**src/rtl/z80_intc.sv**
```systemverilog
// Vectored IM2 interrupt controller for the tv80n: edge-detected requests, mask, vector base, in-service tracking.
// Optional `INTC_NEST_EN turns in-service into a priority stack so higher-priority sources can preempt.
//
// state | meaning
// IDLE  | no acknowledge cycle in progress, register writes accepted
// ACK   | inta high, latched vector driven on dslave, writes ignored
module z80_intc #(
    parameter int          N_SRC     = 4,
    parameter logic [7:0]  VBASE_RST = 8'h00
) (
    input  logic             clk,
    input  logic             rst,
    input  logic             ena,
    input  logic [1:0]       ibus_addr,
    input  logic [7:0]       ibus_dmaster,
    input  logic             ibus_rdn,
    input  logic             ibus_wrn,
    input  logic             ibus_inta,
    output logic [7:0]       obus_dslave,
    output logic             obus_mwait,
    input  logic [N_SRC-1:0] irq,
    output logic             int_n
);

    typedef enum logic {IDLE, ACK} state_t;

    state_t           state, state_nxt;
    logic [N_SRC-1:0] sync1, sync2, sync3, irq_rise;
    logic [N_SRC-1:0] pending, mask, pm, w1c_clr, ack_clr;
    logic [3:0]       vbase;
    logic [2:0]       idx_comb;
    logic [7:0]       vector;
    logic             wrn_prev, wr_stb, ack_start, req;
`ifdef INTC_NEST_EN
    logic [N_SRC-1:0] insvc, ins_lsb, prio_ok;
`else
    logic             insvc;
`endif

    assign obus_mwait = 1'b1;
    assign irq_rise   = sync2 & ~sync3;
    assign pm         = pending & mask;
    assign wr_stb     = ena & ~ibus_wrn & wrn_prev & (state == IDLE);
    assign w1c_clr    = (wr_stb && ibus_addr == 2'd0) ? ibus_dmaster[N_SRC-1:0] : '0;

`ifdef INTC_NEST_EN
    // Only sources strictly below the lowest in-service index may request; empty stack enables all.
    assign ins_lsb = insvc & (~insvc + N_SRC'(1));
    assign prio_ok = ins_lsb - N_SRC'(1);
    assign req     = |(pm & prio_ok);
`else
    assign req     = (|pm) & ~insvc;
`endif

    always_comb begin
        idx_comb = 3'd7;
        for (int i = N_SRC - 1; i >= 0; i--) begin
            if (pm[i]) idx_comb = 3'(i);
        end
    end

    always_comb begin
        ack_clr = '0;
        for (int i = 0; i < N_SRC; i++) begin
            if (ack_start && idx_comb == 3'(i)) ack_clr[i] = 1'b1;
        end
    end

    always_comb begin
        state_nxt = state;
        ack_start = 1'b0;
        case (state)
            IDLE: if (ibus_inta) begin
                state_nxt = ACK;
                ack_start = 1'b1;
            end
            ACK:  if (!ibus_inta) state_nxt = IDLE;
            default: state_nxt = IDLE;
        endcase
    end

    always_ff @(posedge clk or posedge rst) begin
        if (rst) begin
            state    <= IDLE;
            sync1    <= '0;
            sync2    <= '0;
            sync3    <= '0;
            pending  <= '0;
            mask     <= '0;
            vbase    <= VBASE_RST[7:4];
            vector   <= 8'h00;
            wrn_prev <= 1'b1;
            int_n    <= 1'b1;
            insvc    <= '0;
        end else begin
            state    <= state_nxt;
            sync1    <= irq;
            sync2    <= sync1;
            sync3    <= sync2;
            wrn_prev <= ibus_wrn;
            int_n    <= ~req;
            // A new edge wins over any clear in the same cycle.
            pending  <= (pending & ~w1c_clr & ~ack_clr) | irq_rise;
            if (wr_stb && ibus_addr == 2'd1) mask  <= ibus_dmaster[N_SRC-1:0];
            if (wr_stb && ibus_addr == 2'd2) vbase <= ibus_dmaster[7:4];
            if (ack_start) vector <= {vbase, idx_comb, 1'b0};
`ifdef INTC_NEST_EN
            if (wr_stb && ibus_addr == 2'd3)
                insvc <= (insvc & ~ins_lsb) | ack_clr;
            else
                insvc <= insvc | ack_clr;
`else
            if (|ack_clr)
                insvc <= 1'b1;
            else if (wr_stb && ibus_addr == 2'd3)
                insvc <= 1'b0;
`endif
        end
    end

    always_comb begin
        obus_dslave = 8'hFF;
        if (state == ACK && ibus_inta) begin
            obus_dslave = vector;
        end else if (ena && !ibus_rdn) begin
            case (ibus_addr)
                2'd0:    obus_dslave = 8'(pending);
                2'd1:    obus_dslave = 8'(mask);
                2'd2:    obus_dslave = {vbase, 4'h0};
                default: obus_dslave = 8'(insvc);
            endcase
        end
    end

endmodule

```
**config.mk**
```make
export PLATFORM = sky130hd
export DESIGN_NAME = z80_intc
export DESIGN_NICKNAME = d
export VERILOG_FILES = /design/src/rtl/z80_intc.sv
export SDC_FILE = /design/constraint.sdc
export NUM_CORES = 1
export LEC_CHECK = 0
export CAP_MARGIN = 10
export CORE_MARGIN = 3
export CORE_UTILIZATION = 45
export CTS_CLUSTER_DIAMETER = 150
export DETAILED_ROUTE_END_ITERATION = 7
export PLACE_DENSITY_LB_ADDON = 0.3
export SLEW_MARGIN = 10
export SYNTH_ARGS = -nofsm -noshare
export SYNTH_HDL_FRONTEND = slang
export SYNTH_SLANG_ARGS = --single-unit
```
**constraint.sdc**
```tcl
create_clock -name clk -period 1.7 [get_ports clk]
set_input_delay 0.51 -clock clk [delete_from_list [all_inputs] [get_ports clk]]
set_output_delay 0.51 -clock clk [all_outputs]
set_load 0.01 [all_outputs]
```
Word-level counts from Yosys, hierarchy flattened
Cells that the tools add are included.
{"block": "totals", "register_bits": 35, "latch_bits": 0, "ram_bits": 0, "romBits": 0, "output_inout_bits": 10, "elab_cells": 65, "memories": 0}
{"block": "classes", "add_sub_neg": 0, "multipliers": 0, "n_div": 0, "order_cmp": 0, "eq_ne": 6, "shifts": 0, "mux": 16, "bitwise": 16, "reduce_logical": 16}
{"op": "case mux 8 bit (3 select lines)", "count": 1}
{"op": "bitwise AND 4 bit", "count": 4}
{"op": "two-way mux 8 bit", "count": 2}
{"op": "two-way mux 3 bit", "count": 4}
{"op": "NOT 4 bit", "count": 3}
{"op": "logical AND 1 bit", "count": 10}
{"op": "two-way mux 1 bit", "count": 8}
{"op": "OR reduction 4 bit", "count": 2}
{"op": "== test 3 x 2 -> 1 bit (second input constant)", "count": 2}
{"op": "bitwise AND 1 bit", "count": 4}
{"op": "== test 2 bit (second input constant)", "count": 2}
{"op": "two-way mux 4 bit", "count": 1}
{"op": "NOT 1 bit", "count": 4}
{"op": "OR 4 bit", "count": 1}
{"op": "== test 3 x 1 -> 1 bit (second input constant)", "count": 1}
{"op": "logical NOT 3 bit", "count": 1}
{"op": "== test 2 x 1 -> 1 bit (second input constant)", "count": 1}
{"op": "logical NOT 2 bit", "count": 1}
{"op": "nonzero test 2 bit", "count": 1}
{"op": "logical NOT 1 bit", "count": 1}

Depth between registers and ports, before layout
{"block": "logic_depth", "depth_word": 11, "mapped_depth": 5, "mapped_depth_nobuf": 3}

Worst setup path after synthesis
OpenSTA, ideal clock, no wires.
{"block": "synth_path", "path_kind": "input to output", "from": "input ibus_addr[1]", "to": "output obus_dslave[0]", "arrival_ns": 1.314, "setup_slack_ns": -0.124, "cell_stages": 4, "path_cell_list": "buf_6 -> mux2_2 -> a221oi_1 -> a21oi_1"}
{"block": "synth_via", "elab_chain_len": 4, "elab_cells_between_ends": 6}
{"element": "start: declaration", "line_no": "14", "text": "input logic [1:0] ibus_addr,"}
{"element": "== test 2 bit (tied with other cells)", "line_no": "126", "text": "case (ibus_addr)"}
{"element": "case mux 8 bit (3 select lines) *", "line_no": "126"}
{"element": "two-way mux 8 bit *", "line_no": "125", "text": "end else if (ena && !ibus_rdn) begin"}
{"element": "two-way mux 8 bit *", "line_no": "123", "text": "if (state == ACK && ibus_inta) begin"}
{"element": "end: declaration", "line_no": "19", "text": "output logic [7:0] obus_dslave,"}
Mark *: on every way between the ends. The rest lies on a longest branch, timed or not.

Worst setup path in the final report
{"block": "layout_path", "from": "register mask[0]", "to": "output obus_dslave[0]"}
{"block": "layout_via", "elab_chain_len": 3}
{"element": "start: declaration", "line_no": "29", "text": "logic [N_SRC-1:0] pending, mask, pm, w1c_clr, ack_clr;"}
{"element": "start signal: assignment", "line_no": "104", "text": "if (wr_stb && ibus_addr == 2'd1) mask <= ibus_dmaster[N_SRC-1:0];"}
{"element": "case mux 8 bit (3 select lines)", "line_no": "126"}
{"element": "two-way mux 8 bit", "line_no": "125"}
{"element": "two-way mux 8 bit", "line_no": "123"}
No other way between the ends.

==> impl_metrics.json <==
{
  "routed_wl_um": 3510,
  "cts_htree_levels": 2,
  "final_max_slew_viol_count": 0,
  "synth-seq-cells": 35,
  "grt_pass1_wl_um": 5990,
  "grt_max_degree": 21,
  "cap_violations": 0,
  "insertedDiodeCount": 0,
  "worstPathMaxFanout": 2,
  "wl_per_cell_um": 14.9,
  "clockBufferDepth": 2,
  "outcome": "complete, but fails checks",
  "synth.area.top_cells": "dfrtp_1 55%, nand2_1 6.5%, mux2_4 4.0%",
  "dr.pass1.iters": 4,
  "p_leak_nw": 0.980,
  "antenna_left": 0,
  "port_buffers": 28,
  "crit_required_ns": 1.19,
  "synth.distinct_cells": 28,
  "place.gp.congestion": 0.816,
  "cts_tree": "done",
  "grt_overflow_total": 0,
  "clkTransAtPathRegs_ns": 0.10,
  "worst_ep_arrival_time_ns": 1.49,
  "cts_made_buffers": 5,
  "fillers": 254,
  "insertion_delay_ns": 0.33,
  "yosysWarnings": 0,
  "vias": 1177,
  "hold_viol_final": 0,
  "final_common_cell": "dfrtp_1",
  "initial_core_util_pct": 48.1,
  "fin_crit_ns": 2.00,
  "std_cell_rows": 20,
  "crit_path_end_kind": "output port",
  "synth_largest_area_cell": "dfrtp_1",
  "syn_avg_cell_area_um2": 11.2,
  "antenna_found_initial": 0,
  "postSynthNetCount": 153,
  "dp.cells": 225,
  "seq_area_frac_synth_pct": 58.8,
  "most-common-layout-cells": "33 x dfrtp_1, 26 x buf_4, 25 x nand2_1, 13 x clkdlybuf4s50_1, 9 x buf_2",
  "grt.total_usage_pct": 19.6,
  "finalPower_w": 0.00192,
  "tns_ns": -1.24,
  "syn_to_final_growth_pct": 40.8,
  "peakVddDrop_v": 0.000595,
  "stdcell_count": 235,
  "rsz0062_at_grt": "true",
  "worstSetupPathType": "flip-flop to output port",
  "cts_sinks": 35,
  "finClkSkew_ns": 0.00467,
  "layout-drive-gt1-share_pct": 38.2,
  "max_stage_delay_ns": 0.40,
  "holdBufCountCts": 0,
  "p_per_area_mw_per_mm2": 912,
  "core_mm2": 0.00310,
  "failed_checks": "setup timing",
  "setup_slack_ns": -0.296,
  "die-area_mm2": 0.00405,
  "syn-instance-count": 133,
  "hpwl_um": 2650,
  "max_freq_ghz": 0.501,
  "remaining_drc_errors": 0,
  "final_nets": 210,
  "start_kind": "flip-flop",
  "critPathSlowestCell": "dfrtp_1",
  "final-setup-viol-count": 8,
  "fin_crit_sh_pct": 117,
  "die_x_um": 63.6,
  "drt_iter0_markers": 43,
  "syn_area_mm2": 0.00149,
  "yosysTopAreaCellShare_pct": 55.3,
  "viasPerCell": 5.01,
  "grt_pass1_vias": 1289,
  "die_h_um": 63.6,
  "num_io_pins": 30,
  "cts-root-buf": "clkbuf_4",
  "hold_class": "flip-flop to flip-flop",
  "cp_cell_sequence": "mux2_4 -> a221oi_4 -> a21oi_2 -> buf_2"
}
==> metrics by stage <==
step / util, % / hold WS (ns) / instance area [um2] / setup slack (ns)
after floorplan: - / 0.331 / 1510 / -0.0448
after global placement: 64.3 / 0.333 / 2000 / -0.980
after detailed placement: 64.3 / 0.340 / 2000 / -1.01
after CTS: 66.6 / 0.366 / 2070 / -0.318
after global routing: 67.8 / 0.344 / 2100 / -0.360
final: 67.8 / 0.364 / 2100 / -0.296
==> synth_stat cells <==
library cell	n
o22a_1	3
buf_2	1
a22oi_1	1
a21oi_1	6
a221oi_1	1
o21ai_0	3
a32o_1	4
buf_4	1
buf_6	2
dfstp_2	2
nor4b_4	1
clkbuf_1	2
mux2i_1	3
nand3_1	8
mux2_4	4
and2_1	1
inv_1	5
nand4_1	2
a22o_1	1
nor3b_1	1
mux2_2	5
nor2b_1	3
and3_1	1
nor2_1	8
dfrtp_1	33
nand2_1	26
nand2b_1	4
conb_1	1
==> path summary, 6_finish.rpt <==
path | start | end | slack, ns | cells after the start
setup reg to reg | state | mask[3] | 0.03 | 5
min in group asynchronous | rst | vector[1] | 0.49 | 3
setup / recovery | mask[0] | obus_dslave[0] | -0.30 | 4
hold / removal | sync1[3] | sync2[3] | 0.36 | 0
hold reg to reg | sync1[3] | sync2[3] | 0.36 | 0
max in group asynchronous | rst | int_n | 0.97 | 3
==> per-layer routing <==
layer / vias to the layer above / track usage (%) / part of all wire, %
li1: 565 / - / -
met1: 563 / 21.9 / 41
met2: 37 / 34.3 / 52
met3: 12 / 5.88 / 4.8
met4: 0 / 8.09 / 2.5
met5: - / 0 / 0
==> area by class of cell <==
cell class                      count  area [um2]  share of cell area, %
Clock buffer                        7        45.0                   2.14
Clock inverter                      1        5.00                  0.238
Inverter                            5        18.8                  0.892
Multi-Input combinational cell     87         646                   30.7
Sequential cell                    35         878                   41.8
Tap cell                           44        55.1                   2.62
Timing Repair Buffer               56         455                   21.7
==> power by group <==
group | internal, W | switching, W | total [W]
sequential | 0.000946 | 0.0000749 | 0.00102
clock | 0.000161 | 0.000260 | 0.000421
combinational | 0.000259 | 0.000217 | 0.000475
total | 0.00137 | 0.000552 | 0.00192
==> cell families (layout without fill, tap and decap cells) <==
| group | count (synthesis) | count (layout) | synth area share [%] |
|---|---|---|---|
| simple gates | 55 | 55 | 17.9 |
| mux | 12 | 12 | 9.80 |
| flops | 35 | 35 | 58.8 |
| buf+inv | 11 | 69 | 4.10 |
| compound gates | 19 | 19 | 9.13 |
| other cells | 1 | 1 | 0.251 |
==> what timing repair did <==
item / in CTS / in global routing
pin swaps: 7 / 1
endpoints found under the setup margin: 21 / 12
setup buffers: 3 / 0
gates resized for setup: 61 / 9
==> flip-flops by register name (all words and copies together), names as in the netlist <==
signal,count
insvc,1
int_n,1
state,1
vector,7
wrn_prev,1
vbase,4
sync3,4
pending,4
sync2,4
sync1,4
mask,4
==> worst max-delay path, delay by kind of cell, from the launching register on <==
family,cells,cell delay (ns)
compound gates,2,0.33
mux,1,0.29
buf+inv,1,0.14
flops,1,0.40
Note: power is estimated with default switching activity, not from simulation.
